**src/rtl/ram_arbiter_seq.sv**
```systemverilog
// Sequencer/arbiter for the shared system block RAM: power-on/requested fill,
// then CPU-priority port sharing with a buffered, starvation-guarded loader write.
module ram_arbiter_seq #(
    parameter int unsigned         ADDR_W  = 16,
    parameter int unsigned         DATA_W  = 8,
    parameter logic [DATA_W-1:0]   FILL    = 8'hFF,
    parameter int unsigned         STARVE  = 15,
    parameter logic [ADDR_W-1:0]   LD_BASE = '0
) (
    input  logic              clk_sys,
    input  logic              reset_n,
    input  logic              clr_req,
    output logic              clr_busy,
    input  logic              cpu_cs,
    input  logic              cpu_we,
    input  logic [ADDR_W-1:0] cpu_addr,
    input  logic [DATA_W-1:0] cpu_din,
    output logic [DATA_W-1:0] cpu_q,
    output logic              cpu_stall,
    input  logic              ld_wr,
    input  logic [ADDR_W-1:0] ld_addr,
    input  logic [DATA_W-1:0] ld_data,
    output logic              ld_ready,
    output logic              ld_ovf,
    output logic [ADDR_W-1:0] mem_addr,
    output logic [DATA_W-1:0] mem_d,
    output logic              mem_we,
    input  logic [DATA_W-1:0] mem_q
);

    typedef enum logic {S_CLEAR, S_RUN} state_e;

    state_e              state_q;
    logic [ADDR_W-1:0]   clr_cnt_q;
    logic                pending_q;
    logic [7:0]          starve_q;
    logic                ld_ovf_q;
    logic [ADDR_W-1:0]   ld_addr_q;
    logic [DATA_W-1:0]   ld_data_q;

    logic                run;
    logic                ld_avail;
    logic                steal;
    logic                cpu_go;
    logic                ld_drain;
    logic [ADDR_W-1:0]   ld_mem_addr;

    // A clear request discards the buffered write in the same cycle, so it must not drain either.
    assign run         = (state_q == S_RUN);
    assign ld_avail    = pending_q & ~clr_req;
    assign steal       = run & ld_avail & (starve_q == STARVE[7:0]);
    assign cpu_go      = run & ~steal & cpu_cs;
    assign ld_drain    = steal | (run & ld_avail & ~cpu_cs);
    assign ld_mem_addr = ld_addr_q + LD_BASE;

    assign clr_busy = ~run;
    assign ld_ready = run & ~pending_q;
    assign ld_ovf   = ld_ovf_q;
    assign cpu_q    = mem_q;

    always_comb begin
        mem_addr  = cpu_addr;
        mem_d     = cpu_din;
        mem_we    = 1'b0;
        cpu_stall = 1'b0;
        if (!run) begin
            mem_addr  = clr_cnt_q;
            mem_d     = FILL;
            mem_we    = 1'b1;
            cpu_stall = 1'b1;
        end else if (ld_drain) begin
            mem_addr  = ld_mem_addr;
            mem_d     = ld_data_q;
            mem_we    = 1'b1;
            cpu_stall = steal & cpu_cs;
        end else if (cpu_go) begin
            mem_we    = cpu_we;
        end
    end

    always_ff @(posedge clk_sys or negedge reset_n) begin
        if (!reset_n) begin
            state_q   <= S_CLEAR;
            clr_cnt_q <= '0;
            pending_q <= 1'b0;
            starve_q  <= '0;
            ld_ovf_q  <= 1'b0;
            ld_addr_q <= '0;
            ld_data_q <= '0;
        end else if (clr_req) begin
            state_q   <= S_CLEAR;
            clr_cnt_q <= '0;
            pending_q <= 1'b0;
            starve_q  <= '0;
            ld_ovf_q  <= 1'b0;
        end else begin
            if (ld_wr) begin
                if (ld_ready) begin
                    ld_addr_q <= ld_addr;
                    ld_data_q <= ld_data;
                    pending_q <= 1'b1;
                end else begin
                    ld_ovf_q  <= 1'b1;
                end
            end
            case (state_q)
                S_CLEAR: begin
                    clr_cnt_q <= clr_cnt_q + ADDR_W'(1);
                    if (clr_cnt_q == '1) begin
                        state_q <= S_RUN;
                    end
                end
                S_RUN: begin
                    // Capture cannot coincide with a drain: ld_ready is low while pending.
                    if (ld_drain) begin
                        pending_q <= 1'b0;
                        starve_q  <= '0;
                    end else if (cpu_go && pending_q) begin
                        starve_q  <= starve_q + 8'd1;
                    end
                end
                default: state_q <= S_CLEAR;
            endcase
        end
    end

endmodule

```
**config.mk**
```make
export PLATFORM = sky130hd
export DESIGN_NAME = ram_arbiter_seq
export DESIGN_NICKNAME = d
export VERILOG_FILES = /design/src/rtl/ram_arbiter_seq.sv
export SDC_FILE = /design/constraint.sdc
export NUM_CORES = 1
export LEC_CHECK = 0
export BUFFER_PORTS_ARGS = -buffer_cell sky130_fd_sc_hd__buf_2
export CORE_AREA = 2 2 89 91
export CTS_CLUSTER_SIZE = 40
export DETAILED_ROUTE_END_ITERATION = 16
export DIE_AREA = 0 0 91 93
export GPL_TIMING_DRIVEN = 0
export PLACE_DENSITY = 0.65
export SETUP_SLACK_MARGIN = 0.2
export SLEW_MARGIN = 20
export SYNTH_ARGS = -nofsm -noshare
export SYNTH_HDL_FRONTEND = slang
export SYNTH_SLANG_ARGS = --single-unit
```
**constraint.sdc**
```tcl
create_clock -name clk_sys -period 3.25 [get_ports clk_sys]
set_clock_uncertainty 0.05 [all_clocks]
set_input_delay 0.65 -clock clk_sys [delete_from_list [all_inputs] [get_ports clk_sys]]
set_output_delay 0.65 -clock clk_sys [all_outputs]
set_load 0.02 [all_outputs]
```
==> run summary <==
Placer congestion estimate: 0.875
Count of standard-cell rows: 32
Result of the run: finished, final reports clean
Number of max-slew violations in the final report: 0
Avg Vias per Cell: 5.10
Number of buffers added by the clock tree synthesis step: 5
Violation count after the first detailed-routing iteration: 57
Antenna fix cells: 0
Type of the tightest min-delay check: in -> async
Number of placed instances with taps included: 470
TritonCTS clock tree: built
Core Area: 0.00753 mm^2
Setup TNS: 0 ns
TritonRoute pass-1 iters: 4
Hold Violations, Final: 0
Largest net degree at the start of global routing: 52
Startpoint type of the worst setup path: input pin
Initial standard-cell utilization of the core: 37.6%
All-Layer GR Usage: 16.2%
Die Footprint: 0.00846 mm^2
Worst path arrival time: 2.33 ns
Clock latency reported for the late side of the worst-skew pair: 0.30 ns
Remaining DRCs: 0
Number of filler instances in the final layout: 719
Synthesized netlist cell count: 280
Area growth from synthesis to layout: 28.6%
Buffers plus inverters on the worst setup path: 4
CP peak stage delay: 0.43 ns
Wirelength per Cell: 14.5 um
CTS Root Cell: clkbuf_8
Max frequency: 0.330 GHz
Sink Count: 51
Sequential cell area: 0.00128 mm^2
Worst IR Drop VDD: 0.155 mV
Cts-stage hold buffer count: 0
Sequential-to-total area share from yosys stat: 45.1%
Power density relative to cell area: 342 mW/mm^2
Total Routed Length: 6.96 mm
Dominant delay contributor by cell family on the critical path: buffers and inverters
Flops & latches, synth: 51
Die W: 91 um
Count of non-filler cells in the finished layout: 481
Count of flip-flops with a built-in enable after synthesis: 0
Combined area of all synthesized cells: 0.00283 mm^2
Final critical-path share of the clock period: 93.3%
Buffer levels on the longest clock path: 2
Share of layout cells above drive strength 1: 39.8%
Minimum clock period after layout: 3.03 ns
FFs w/ async S/R, synth: 100%
Nets: 442
Net count of the mapped netlist: 344
Detailed placer's ending HPWL: 4.95 mm
R2R Setup Slk: 1.23 ns
Wire length of the first global-routing pass: 11.2 mm
WS Path Type: in -> out
R2R Path Start: run$_DFF_PN0_
Endpoint class of the critical path: primary output
Number of cells on the worst reg-to-reg path: 6
Combined area of the multi-input logic cells: 0.00137 mm^2
Initial antenna violation count: 0
Worst slew slack as a fraction of its limit: 57.3%
Global-route congestion overflow total: 0
Total via count in the routed design: 2455
Antenna violation net count after detailed routing: 0
Total of warnings raised by yosys: 0
Final setup violation count: 0
Endpoint required time on the critical path: 2.55 ns
Post-synthesis cell type count: 41
Die boundary height: 93 um
Mapped Avg Cell Area: 10.1 um^2
Worst Max-Slew Pin Slew: 0.641 ns
Cell with the largest stage delay on the worst path: clkbuf_1
I/O Buffers: 88
Unrepaired setup endpoints after global routing: true
Clock-pin slew on the worst setup and hold paths: 0.09 ns
H-tree depth reported by CTS: 2
Critical R2R Capture: ld_addr_q[14]$_DFFE_PN0P_
Max cap viols: 0
Highest net fanout along the worst path: 10
Critical-path cell list: clkbuf_1 > nor2b_1 > and3_4 > buf_8 > clkbuf_16 > a221o_1 > buf_4
Ys flop type: dfrtp_1
Boundary pin count: 99
Static Leakage: 1.72 nW
Number of global-route vias before repair: 2376
-- cell families (layout without fill, tap and decap cells) --
logic type | after synthesis | count (layout) | synth area share, %
adder cells (fa/ha/maj) | 2 | 2 | 0.884
AO/OA/AOI/OAI | 48 | 48 | 13.3
multiplexers | 25 | 25 | 9.90
buffers and inverters | 36 | 135 | 6.98
XOR/XNOR | 12 | 12 | 3.71
AND/OR/NAND/NOR | 106 | 106 | 20.2
flip-flops | 51 | 51 | 45.1
-- report_power, final --
part | switching, mW | internal (mW)
registers | 0.0135 | 0.655
logic | 0.0605 | 0.0585
clock network | 0.209 | 0.249
-- synthesized netlist by cell type (all sizes together) (2+ instances only) --
master	count	area (um^2)
buf	18	130
inv	11	41.3
a21oi	10	53.8
o211ai	8	60.1
nand4	4	25.0
dfrtp	51	1280
nor4	3	18.8
nand2	15	56.3
o21a	2	15.0
nor3	4	20.0
mux2	24	270
and3	5	31.3
o31ai	3	22.5
or3b	2	17.5
nor2	18	67.6
nor2b	17	106
o21ai	5	36.3
clkbuf	6	22.5
or2	2	12.5
a221o	16	160
or4	6	48.8
nand2b	2	12.5
xor2	5	43.8
nand3	22	110
ha	2	25.0
xnor2	7	61.3
a31oi	3	18.8
and2	2	12.5
-- layer usage --
layer	up-vias	GRT usage (%)	wire length, um
li1	1201	-	-
met1	1183	21.3	3200
met2	63	26.9	3340
met3	8	2.98	322
met4	0	5.56	100
met5	-	0	0
-- worst max path at each step --
stage                                        from  cells past startpoint  slack (ns)      endpoint
after floorplan                           clr_req                      5        0.59     cpu_stall
after global placement                    clr_req                      7        0.29   mem_addr[6]
after detailed placement                  clr_req                      7        0.28  mem_addr[12]
after CTS                 starve_q[0]$_DFFE_PN0P_                      8        0.21   mem_addr[6]
after global routing      starve_q[5]$_DFFE_PN0P_                      7        0.14  mem_addr[13]
final                                     clr_req                      7        0.22   mem_addr[5]
-- registers in the layout (all words and copies together), names as in the netlist --
signal / cells
ld_addr_q: 16
clr_cnt_q: 16
starve_q: 8
run: 1
pending_q: 1
ld_data_q: 8
ld_ovf: 1
-- area by class of cell --
cell class,instances,share of cell area (%)
Sequential cell,51,35.1
Inverter,12,1.24
Clock inverter,2,0.962
Tap cell,102,3.51
Timing Repair Buffer,91,14.7
Clock buffer,6,2.27
Multi-Input combinational cell,193,37.7
Buffer,24,4.57
-- cell usage in the layout (no fill, tap or decap), types with 3 or more instances in the layout --
cell type,instances
a21oi_1,9
a221o_1,16
a31oi_1,3
and3_1,4
buf_2,82
buf_4,16
buf_6,8
clkbuf_1,3
clkbuf_8,6
dfrtp_1,51
inv_1,11
mux2_2,24
nand2_1,15
nand3_1,21
nand4_1,4
nor2_1,18
nor2b_1,17
nor3_1,4
nor4_1,3
o211ai_1,8
o21ai_0,4
o31ai_1,3
or4_1,5
xnor2_1,7
xor2_1,5
-- what timing repair did --
| action | in CTS | in global routing |
|---|---|---|
| endpoints found under the hold margin | 0 | 0 |
| gates resized for setup | 0 | 28 |
| endpoints found under the setup margin | 0 | 18 |
| buffers inserted | 0 | 2 |
-- metrics by stage --
step / worst slack (ns) / instance area, um^2 / total power, mW / util [%] / hold WS (ns)
5_1_grt: 0.135 / 3640 / 1.31 / 48.4 / 0.370
6_report: 0.217 / 3640 / 1.25 / 48.4 / 0.316
3_3_place_gp: 0.288 / 3400 / 0.798 / 45.1 / 0.439
2_1_floorplan: 0.594 / 2830 / 0.738 / - / 0.304
3_5_place_dp: 0.281 / 3400 / 0.802 / 45.2 / 0.446
4_1_cts: 0.209 / 3520 / 1.26 / 46.7 / 0.339
Power figures use the tool's default switching activity.
